==> src/rtl/multicycle_control_unit.sv <==
// Multicycle RISC-V control FSM: fetch/decode/execute/memory/writeback
// sequencing with memory wait timeout and sticky trap state.
//
// Ports:
//   clk, rst             clock, async active-high reset
//   instr                instruction word, sampled when ir_en=1
//   rs1_data, rs2_data   operands for branch compare
//   mem_ready            memory completes current request
//   mem_req/mem_we/adr_src        memory request, write, address select
//   ir_en/pc_en/reg_write         datapath write enables
//   alu_src_a/alu_src_b/alu_op    ALU operand selects and operation
//   imm_src/result_src/pc_src     immediate, writeback, PC selects
//   busy/fault/state_o            status and current state
module multicycle_control_unit #(
  parameter int XLEN        = 32,
  parameter int MEM_TIMEOUT = 255
) (
  input  logic            clk,
  input  logic            rst,
  input  logic [31:0]     instr,
  input  logic [XLEN-1:0] rs1_data,
  input  logic [XLEN-1:0] rs2_data,
  input  logic            mem_ready,
  output logic            mem_req,
  output logic            mem_we,
  output logic            adr_src,
  output logic            ir_en,
  output logic            pc_en,
  output logic            reg_write,
  output logic [1:0]      alu_src_a,
  output logic [1:0]      alu_src_b,
  output logic [3:0]      alu_op,
  output logic [2:0]      imm_src,
  output logic [1:0]      result_src,
  output logic [1:0]      pc_src,
  output logic            busy,
  output logic            fault,
  output logic [3:0]      state_o
);

  typedef enum logic [3:0] {
    S_FETCH    = 4'd0,
    S_DECODE   = 4'd1,
    S_EXEC_R   = 4'd2,
    S_EXEC_I   = 4'd3,
    S_MEM_ADDR = 4'd4,
    S_MEM_RD   = 4'd5,
    S_MEM_WR   = 4'd6,
    S_WB_MEM   = 4'd7,
    S_WB_ALU   = 4'd8,
    S_BRANCH   = 4'd9,
    S_JAL      = 4'd10,
    S_JALR     = 4'd11,
    S_UPPER    = 4'd12,
    S_TRAP     = 4'd15
  } state_t;

  localparam logic [6:0] OP_R     = 7'b0110011;
  localparam logic [6:0] OP_I     = 7'b0010011;
  localparam logic [6:0] OP_LOAD  = 7'b0000011;
  localparam logic [6:0] OP_STORE = 7'b0100011;
  localparam logic [6:0] OP_BR    = 7'b1100011;
  localparam logic [6:0] OP_JAL   = 7'b1101111;
  localparam logic [6:0] OP_JALR  = 7'b1100111;
  localparam logic [6:0] OP_LUI   = 7'b0110111;
  localparam logic [6:0] OP_AUIPC = 7'b0010111;

  localparam logic [15:0] WAIT_LAST = 16'(MEM_TIMEOUT - 1);

  state_t      state_q, state_d;
  logic        started_q;
  logic [15:0] wait_q;
  logic [6:0]  opcode_q;
  logic [2:0]  funct3_q;
  logic        f7_q;

  logic mem_wait, timeout;
  logic eq, lt_s, lt_u, br_taken, br_bad;

  logic unused_instr;
  assign unused_instr = ^{instr[31], instr[29:15], instr[11:7]};

  function automatic logic [3:0] alu_dec(
    input logic [2:0] f3,
    input logic       sub,
    input logic       sra
  );
    case (f3)
      3'b000:  return sub ? 4'd1 : 4'd0;
      3'b001:  return 4'd5;
      3'b010:  return 4'd8;
      3'b011:  return 4'd9;
      3'b100:  return 4'd4;
      3'b101:  return sra ? 4'd7 : 4'd6;
      3'b110:  return 4'd3;
      default: return 4'd2;
    endcase
  endfunction

  // FETCH only counts as a memory wait once the post-reset
  // request has actually been issued.
  assign mem_wait = (state_q == S_FETCH && started_q)
                 || state_q == S_MEM_RD
                 || state_q == S_MEM_WR;
  assign timeout  = mem_wait && !mem_ready
                 && wait_q == WAIT_LAST;

  assign eq   = rs1_data == rs2_data;
  assign lt_s = $signed(rs1_data) < $signed(rs2_data);
  assign lt_u = rs1_data < rs2_data;

  always_comb begin
    br_taken = 1'b0;
    br_bad   = 1'b0;
    case (funct3_q)
      3'b000:  br_taken = eq;
      3'b001:  br_taken = !eq;
      3'b100:  br_taken = lt_s;
      3'b101:  br_taken = !lt_s;
      3'b110:  br_taken = lt_u;
      3'b111:  br_taken = !lt_u;
      default: br_bad   = 1'b1;
    endcase
  end

  always_ff @(posedge clk or posedge rst) begin
    if (rst) begin
      state_q   <= S_FETCH;
      started_q <= 1'b0;
      wait_q    <= '0;
      opcode_q  <= '0;
      funct3_q  <= '0;
      f7_q      <= 1'b0;
    end else begin
      state_q   <= state_d;
      started_q <= 1'b1;
      if (state_d != state_q)
        wait_q <= '0;
      else if (mem_wait && !mem_ready)
        wait_q <= wait_q + 16'd1;
      if (ir_en) begin
        opcode_q <= instr[6:0];
        funct3_q <= instr[14:12];
        f7_q     <= instr[30];
      end
    end
  end

  always_comb begin
    state_d    = state_q;
    mem_req    = 1'b0;
    mem_we     = 1'b0;
    adr_src    = 1'b0;
    ir_en      = 1'b0;
    pc_en      = 1'b0;
    reg_write  = 1'b0;
    alu_src_a  = 2'd0;
    alu_src_b  = 2'd0;
    alu_op     = 4'd0;
    imm_src    = 3'd0;
    result_src = 2'd0;
    pc_src     = 2'd0;
    fault      = 1'b0;
    busy       = state_q != S_FETCH && state_q != S_TRAP;
    case (state_q)
      S_FETCH: begin
        if (started_q) begin
          mem_req = 1'b1;
          if (mem_ready) begin
            ir_en   = 1'b1;
            pc_en   = 1'b1;
            busy    = 1'b1;
            state_d = S_DECODE;
          end else if (timeout) begin
            state_d = S_TRAP;
          end
        end
      end
      S_DECODE: begin
        case (opcode_q)
          OP_R:              state_d = S_EXEC_R;
          OP_I:              state_d = S_EXEC_I;
          OP_LOAD, OP_STORE: state_d = S_MEM_ADDR;
          OP_BR:             state_d = S_BRANCH;
          OP_JAL:            state_d = S_JAL;
          OP_JALR:           state_d = S_JALR;
          OP_LUI, OP_AUIPC:  state_d = S_UPPER;
          default:           state_d = S_TRAP;
        endcase
      end
      S_EXEC_R: begin
        alu_op  = alu_dec(funct3_q, f7_q, f7_q);
        state_d = S_WB_ALU;
      end
      S_EXEC_I: begin
        alu_src_b = 2'd1;
        alu_op    = alu_dec(funct3_q, 1'b0, f7_q);
        state_d   = S_WB_ALU;
      end
      S_MEM_ADDR: begin
        alu_src_b = 2'd1;
        if (opcode_q == OP_STORE) begin
          imm_src = 3'd1;
          state_d = S_MEM_WR;
        end else begin
          state_d = S_MEM_RD;
        end
      end
      S_MEM_RD, S_MEM_WR: begin
        mem_req = 1'b1;
        adr_src = 1'b1;
        mem_we  = state_q == S_MEM_WR;
        if (mem_ready)
          state_d = (state_q == S_MEM_WR) ? S_FETCH : S_WB_MEM;
        else if (timeout)
          state_d = S_TRAP;
      end
      S_WB_MEM: begin
        reg_write  = 1'b1;
        result_src = 2'd1;
        state_d    = S_FETCH;
      end
      S_WB_ALU: begin
        reg_write = 1'b1;
        state_d   = S_FETCH;
      end
      S_BRANCH: begin
        alu_src_a = 2'd1;
        alu_src_b = 2'd1;
        imm_src   = 3'd2;
        pc_src    = 2'd1;
        pc_en     = br_taken;
        state_d   = br_bad ? S_TRAP : S_FETCH;
      end
      S_JAL, S_JALR: begin
        alu_src_a  = (state_q == S_JAL) ? 2'd1 : 2'd0;
        alu_src_b  = 2'd1;
        imm_src    = (state_q == S_JAL) ? 3'd4 : 3'd0;
        reg_write  = 1'b1;
        result_src = 2'd2;
        pc_en      = 1'b1;
        pc_src     = 2'd1;
        state_d    = S_FETCH;
      end
      S_UPPER: begin
        alu_src_a = (opcode_q == OP_LUI) ? 2'd2 : 2'd1;
        alu_src_b = 2'd1;
        imm_src   = 3'd3;
        state_d   = S_WB_ALU;
      end
      S_TRAP: begin
        fault = 1'b1;
      end
      default: state_d = S_TRAP;
    endcase
  end

  assign state_o = state_q;

endmodule

==> config.mk <==
export PLATFORM = sky130hd
export DESIGN_NAME = multicycle_control_unit
export DESIGN_NICKNAME = d
export VERILOG_FILES = /design/src/rtl/multicycle_control_unit.sv
export SDC_FILE = /design/constraint.sdc
export NUM_CORES = 1
export LEC_CHECK = 0
export BUFFER_PORTS_ARGS = -buffer_cell sky130_fd_sc_hd__buf_2
export CAP_MARGIN = 20
export CORE_AREA = 2 2 85 87
export DETAILED_ROUTE_END_ITERATION = 7
export DIE_AREA = 0 0 87 89
export PLACE_DENSITY = 0.72
export SYNTH_ARGS = -nofsm -noshare
export SYNTH_HDL_FRONTEND = slang
export SYNTH_SLANG_ARGS = --single-unit
==> constraint.sdc <==
create_clock -name clk -period 2.8 [get_ports clk]
set_input_delay 0.14 -clock clk [delete_from_list [all_inputs] [get_ports clk]]
set_output_delay 0.14 -clock clk [all_outputs]
set_load 0.03 [all_outputs]
==> results.py, run 1 <==
metrics = {
    "run_status": {
        "outcome": "complete, no violations",
    },
    "critical_path": {
        "start_kind": "flop",
        "cp_data_arrival_time_ns": 2.50,
        "slowest_stage": "dfrtp_1",
        "critPathMaxStageDelay_ns": 0.49,
        "worst-path-max-fanout": 9,
        "worstSetupEndpointType": "primary output",
        "path_cells": "nor2_2 > and4_1 > o21bai_1 > or3b_2 > o31ai_1 > a211o_1 > buf_2",
        "cp.required_ns": 2.66,
        "worst-setup-path-type": "flop to primary output",
    },
    "pwr": {
        "p_sw_share_pct": 47.92,
        "p_total_w": 0.002698,
        "p_comb_share_pct": 59.3,
        "p_leak_nw": 1.853,
        "seqPwrFrac_pct": 27.2,
        "switching_power_w": 0.001293,
        "p_clk_share_pct": 13.5,
        "internal-power_w": 0.001405,
        "ir_drop_uv": 342.4,
        "cellPowerDensity_nw_per_um2": 730.5,
    },
    "timing": {
        "maxSlewViolCount": 0,
        "min_period_ns": 2.643,
        "rsz0062_at_grt": "true",
        "skew_ns": 0.004088,
        "worst_hold_slack_ns": 0.05457,
        "timing.fmax_mhz": 378.3,
        "slew_headroom_pct": 67.56,
        "fin_crit_sh_pct": 94.41,
        "finalHoldViolCount": 0,
        "worst_pin_slew_ns": 0.4743,
        "setup-violations-final": 0,
    },
    "clock_tree": {
        "cts_tree": "yes",
        "cts_made_buffers": 5,
        "clkLatencyLatePin_ns": 0.29,
        "root_buffer": "clkbuf_8",
        "clk_pin_slew_worst_paths_ns": 0.07,
        "h-tree-depth": 2,
        "clockBufferDepth": 2,
        "cts_sinks": 32,
    },
    "synth": {
        "synth_top_family_by_area": "simple AND/OR/NAND/NOR gates",
        "syn-cell-area_um2": 2974,
        "syn_inst": 361,
        "ys_seq_area_share_pct": 26.92,
        "async_flop_share_pct": 100.0,
        "avgSynthCellArea_um2": 8.239,
        "synthSimpleGateAreaFrac_pct": 24.78,
        "yosysTopAreaCellShare_pct": 26.92,
        "ys_ff_latch": 32,
        "ys_top_cells_by_area": "dfrtp_1 (27%), ha_1 (14%), nor2_1 (5.6%), inv_1 (5.3%), nand2_1 (3.9%)",
        "synth_edf_count": 0,
        "muxShareOfSynthArea_pct": 3.366,
        "synth_top_area_cell": "dfrtp_1",
        "synth_ff_type": "dfrtp_1",
        "synthXorXnorAreaFrac_pct": 5.848,
        "ys_types": 63,
        "yosysWarnings": 0,
        "synth-compound-area-share_pct": 16.58,
        "synthAdderAreaFrac_pct": 14.30,
    },
    "job": {
        "cap_violations": 0,
    },
    "finish": {
        "syn2layout_area_growth_pct": 24.19,
        "regArea_um2": 800.8,
        "final_nets": 601,
        "final_layout_size_suffix_gt1_share_pct": 29.42,
        "final_common_cell": "buf_2",
        "nFillCells": 623,
        "final_cell_mix": "buf_2 (102), inv_1 (42), nor2_1 (42)",
        "final_area_um2": 3694,
        "diodes": 0,
        "multiInputGateArea_um2": 1957,
    },
    "die": {
        "rows": 30,
        "die_h_um": 89,
        "die-area_um2": 7743,
        "initial_utilization_pct": 44.26,
        "die_x_um": 87,
        "core_um2": 6719,
        "io_pins": 126,
    },
    "routing": {
        "num_vias": 2853,
        "met1Wirelength_um": 3168,
        "route.met2.wl_um": 3502,
        "finalWirelength_um": 7202,
        "ant_nets": 0,
        "drt-vias-per-instance": 5.197,
        "wire_per_inst_um": 13.12,
        "remaining_drc_errors": 0,
        "dr.first_iter.drc_count": 137,
        "first_pass_iters": 4,
        "top_layer_used": "met4",
        "wl_met3_um": 418,
    },
    "global_route": {
        "grt-ovfl-total": 0,
        "grt_pass1_vias": 2680,
        "grt_max_degree": 33,
        "grt_use_total_pct": 19.03,
        "antenna_found_initial": 0,
        "grt_pass1_wl_um": 11840,
    },
    "placed_design": {
        "place_congestion": 0.8257,
        "post_dp_cell_area_um2": 3577,
        "hpwl_um": 5781,
        "portBuffers": 102,
    },
    "hold_path": {
        "min_path_type": "input pin to flop",
    },
}
## worst paths after layout
kind | start | to | slack [ns] | depth (start not counted)
min reg2reg | wait_q[7] | wait_q[7] | 0.54 | 2
min in group asynchronous | rst | opcode_q[0] | 0.48 | 4
min | instr[14] | funct3_q[2] | 0.05 | 3
max in group asynchronous | rst | state_o[0] | 2.01 | 4
max reg2reg | wait_q[1] | wait_q[5] | 0.22 | 9
max | state_o[0] | pc_en | 0.16 | 7
## power groups by stage
stage	Sequential (W)	Clock [W]	Combinational, W
6_report	0.000733	0.000364	0.00160
3_5_place_dp	0.000735	0	0.00158
5_1_grt	0.000761	0.000396	0.00176
4_1_cts	0.000726	0.000375	0.00159
2_1_floorplan	0.000722	0	0.00120
3_3_place_gp	0.000727	0	0.00156
## worst max-delay path: cells and delay by family (launching register included)
family / cells / cell delay [ns]
AOI/OAI and AO/OA: 3 / 0.52
and+or+nand+nor: 3 / 1.01
buffers and inverters: 1 / 0.20
DFF: 1 / 0.49
## logic make-up after synthesis
logic type,count (synthesis)
simple gates,140
compound gates,70
buf+inv,55
fa+ha+maj,34
flops,32
xor+xnor,19
mux,9
other cells,2
## sequential cells by signal (all words and copies together) (netlist names)
register and cells:
started_q 1, opcode_q 7, funct3_q 3, f7_q 1, wait_q 16, state_o 4
## what timing repair did
item                                    in CTS  in global routing
buffers inserted                             0                  0
endpoints found under the setup margin       0                  1
hold endpoints to repair                    32                  0
hold buffers                                 1                  0
gates resized for setup                      0                  4
## cell usage after synthesis, types with 3 or more instances
| cell type | n |
|---|---|
| inv_1 | 42 |
| dfrtp_1 | 32 |
| clkbuf_1 | 4 |
| mux2_2 | 8 |
| a31oi_1 | 3 |
| buf_4 | 3 |
| nor2_1 | 44 |
| nand3_1 | 7 |
| nor3b_1 | 4 |
| xnor2_1 | 12 |
| nand3b_1 | 3 |
| a21o_1 | 3 |
| ha_1 | 34 |
| nand4_1 | 9 |
| buf_2 | 3 |
| nand2b_1 | 8 |
| o211ai_1 | 3 |
| nor4_1 | 5 |
| nand2_1 | 31 |
| nor3_1 | 7 |
| o21ai_0 | 13 |
| nor2b_1 | 3 |
| and3_1 | 3 |
| xor2_1 | 6 |
| a211oi_1 | 4 |
| a21oi_1 | 21 |
| and4_1 | 4 |
## layout make-up
type	count	share of cell area (%)
Clock buffer	8	2.439
Inverter	42	4.268
Multi-Input combinational cell	275	52.98
Sequential cell	32	21.68
Tap cell	80	2.710
Timing Repair Buffer	112	15.92
## stage by stage
stage	setup slack, ns	std cells	utilization [%]	TNS [ns]
4_1_cts	0.006430	549	54.73	0
5_1_grt	-0.01058	549	54.97	-0.01058
2_1_floorplan	0.2451	362	-	0
3_5_place_dp	0.2340	540	53.24	0
3_3_place_gp	0.3128	540	53.24	0
6_report	0.1565	549	54.97	0
## layer usage
| metal | vias to the layer above | global-route usage, % |
|---|---|---|
| met3 | 13 | 4.617 |
| li1 | 1480 | - |
| met2 | 75 | 34.00 |
| met5 | - | 0 |
| met1 | 1285 | 22.99 |
| met4 | 0 | 4.830 |
No activity file was read; power rests on OpenSTA's default activity.
==> run 2, diff against run 1 <==
Settings changed: REMOVE_ABC_BUFFERS set to 1.
==> results.py, run 2 (same netlist as run 1, synthesis figures left out) <==
metrics = {
    "run_status": {
        "outcome": "complete, no violations",
    },
    "global_route": {
        "grt_use_total_pct": 18.92,
        "grt_pass1_wl_um": 11890,
        "grt-ovfl-total": 0,
        "grt-busiest-layer": "met2",
        "use_met1_pct": 24.39,
        "use_met3_pct": 3.324,
        "grt_pass1_vias": 2750,
        "grt_max_degree": 33,
        "antenna_found_initial": 0,
        "met2_usage_pct": 31.78,
    },
    "timing": {
        "setup_tns_ns": 0,
        "skew_ns": 0.001931,
        "min_period_ns": 2.639,
        "timing.fmax_mhz": 378.9,
        "rsz0062_at_grt": "false",
        "finalHoldViolCount": 0,
        "setup-violations-final": 0,
        "fin_crit_sh_pct": 94.25,
        "maxSlewViolCount": 0,
    },
    "pwr": {
        "p_leak_nw": 1.871,
        "ir_drop_uv": 457.0,
        "cellPowerDensity_nw_per_um2": 735.2,
    },
    "placed_design": {
        "placed_cells": 543,
        "portBuffers": 102,
        "post_dp_cell_area_um2": 3600,
        "place_congestion": 0.8987,
        "hpwl_um": 5878,
    },
    "critical_path": {
        "worst-setup-path-type": "flop to primary output",
        "path_cells": "buf_4 > nand2b_1 > o21bai_1 > or3b_2 > o31ai_1 > a211o_1 > buf_2",
        "crit_path_start": "state_o[2]",
        "worst-path-max-fanout": 10,
        "slowest_stage": "dfrtp_1",
        "ff2ff_setup_slack_ns": 0.26,
        "start_kind": "flop",
        "cp_data_arrival_time_ns": 2.50,
        "critPathMaxStageDelay_ns": 0.49,
        "worstSetupEndpointType": "primary output",
        "reg2reg_from": "wait_q[1]",
        "cp.required_ns": 2.66,
    },
    "routing": {
        "first_pass_iters": 4,
        "wire_per_inst_um": 13.06,
        "finalWirelength_um": 7197,
        "remaining_drc_errors": 0,
        "num_vias": 2903,
        "dr.first_iter.drc_count": 109,
        "ant_nets": 0,
        "drt-vias-per-instance": 5.269,
    },
    "clock_tree": {
        "h-tree-depth": 2,
        "clkLatencyLatePin_ns": 0.28,
        "cts_sinks": 32,
        "cts_tree": "yes",
        "clk_pin_slew_worst_paths_ns": 0.06,
        "cts_made_buffers": 5,
        "clockBufferDepth": 2,
        "root_buffer": "clkbuf_8",
    },
    "finish": {
        "final_layout_size_suffix_gt1_share_pct": 29.72,
        "final_cell_mix": "buf_2 (102), nor2_1 (43), inv_1 (42)",
        "largest_register_ff_count": 16,
        "final_area_um2": 3709,
        "final_common_cell": "buf_2",
        "diodes": 0,
        "final_nets": 604,
        "syn2layout_area_growth_pct": 24.70,
        "layout.cells.non_filler": 551,
        "regMostFlops": "wait_q",
    },
    "hold_path": {
        "min_path_type": "input pin to flop",
        "hold_start": "instr[14]",
    },
    "die": {
        "rows": 30,
        "die_h_um": 89,
        "io_pins": 126,
        "initial_utilization_pct": 44.26,
        "die_x_um": 87,
        "die-area_um2": 7743,
        "core_um2": 6719,
    },
    "job": {
        "cap_violations": 0,
    },
}
## run 2: layer usage
layer | part of all wire (%) | vias up
met5 | 0 | -
met4 | 2.7 | 0
met3 | 5.3 | 20
met2 | 45 | 95
met1 | 47 | 1300
li1 | - | 1488
## run 2: path summary, 6_finish.rpt
check	to	cells past startpoint
max reg2reg	wait_q[14]	9
max	pc_en	7
min	funct3_q[2]	3
min reg2reg	f7_q	1
max in group asynchronous	state_o[2]	4
min in group asynchronous	opcode_q[1]	4
## run 2: area by class of cell
type / instances / area [µm²]
repair buffers: 115 / 610.6
clock buffers: 7 / 96.34
multi-input cells: 275 / 1943
inverters: 42 / 157.7
well taps: 80 / 100.1
fillers: 635 / 3010
flip-flops and latches: 32 / 800.8
## run 2: worst max-delay path: cells and delay by family (launching register included)
family | cells | cell delay, ns
AOI/OAI and AO/OA | 3 | 0.60
buffers and inverters | 2 | 0.42
and+or+nand+nor | 2 | 0.70
DFF | 1 | 0.49
## run 2: power by group
group          leakage, nW  internal [W]  switching [W]
Sequential           0.418      0.000574       0.000168
Combinational         1.40      0.000643       0.000958
Clock               0.0503      0.000219       0.000165
## run 2: timing repair
item / 4_1_cts / 5_1_grt
endpoints found under the setup margin: 0 / 1
hold buffers: 1 / 0
hold endpoints to repair: 32 / 0
setup buffers: 0 / 0
gates resized for setup: 0 / 1
## run 2: per-stage QoR
stage               setup slack [ns]  util (%)  hold WS [ns]  power [W]
floorplan                    -0.1537         -        0.2562   0.001844
global placement              0.3327     53.58        0.2432   0.002303
detailed placement            0.2579     53.58        0.2499   0.002342
CTS                          0.06368     55.16       0.05143   0.002736
global route                 0.03032     55.20       0.06605   0.002944
finish                        0.1611     55.20       0.05661   0.002727
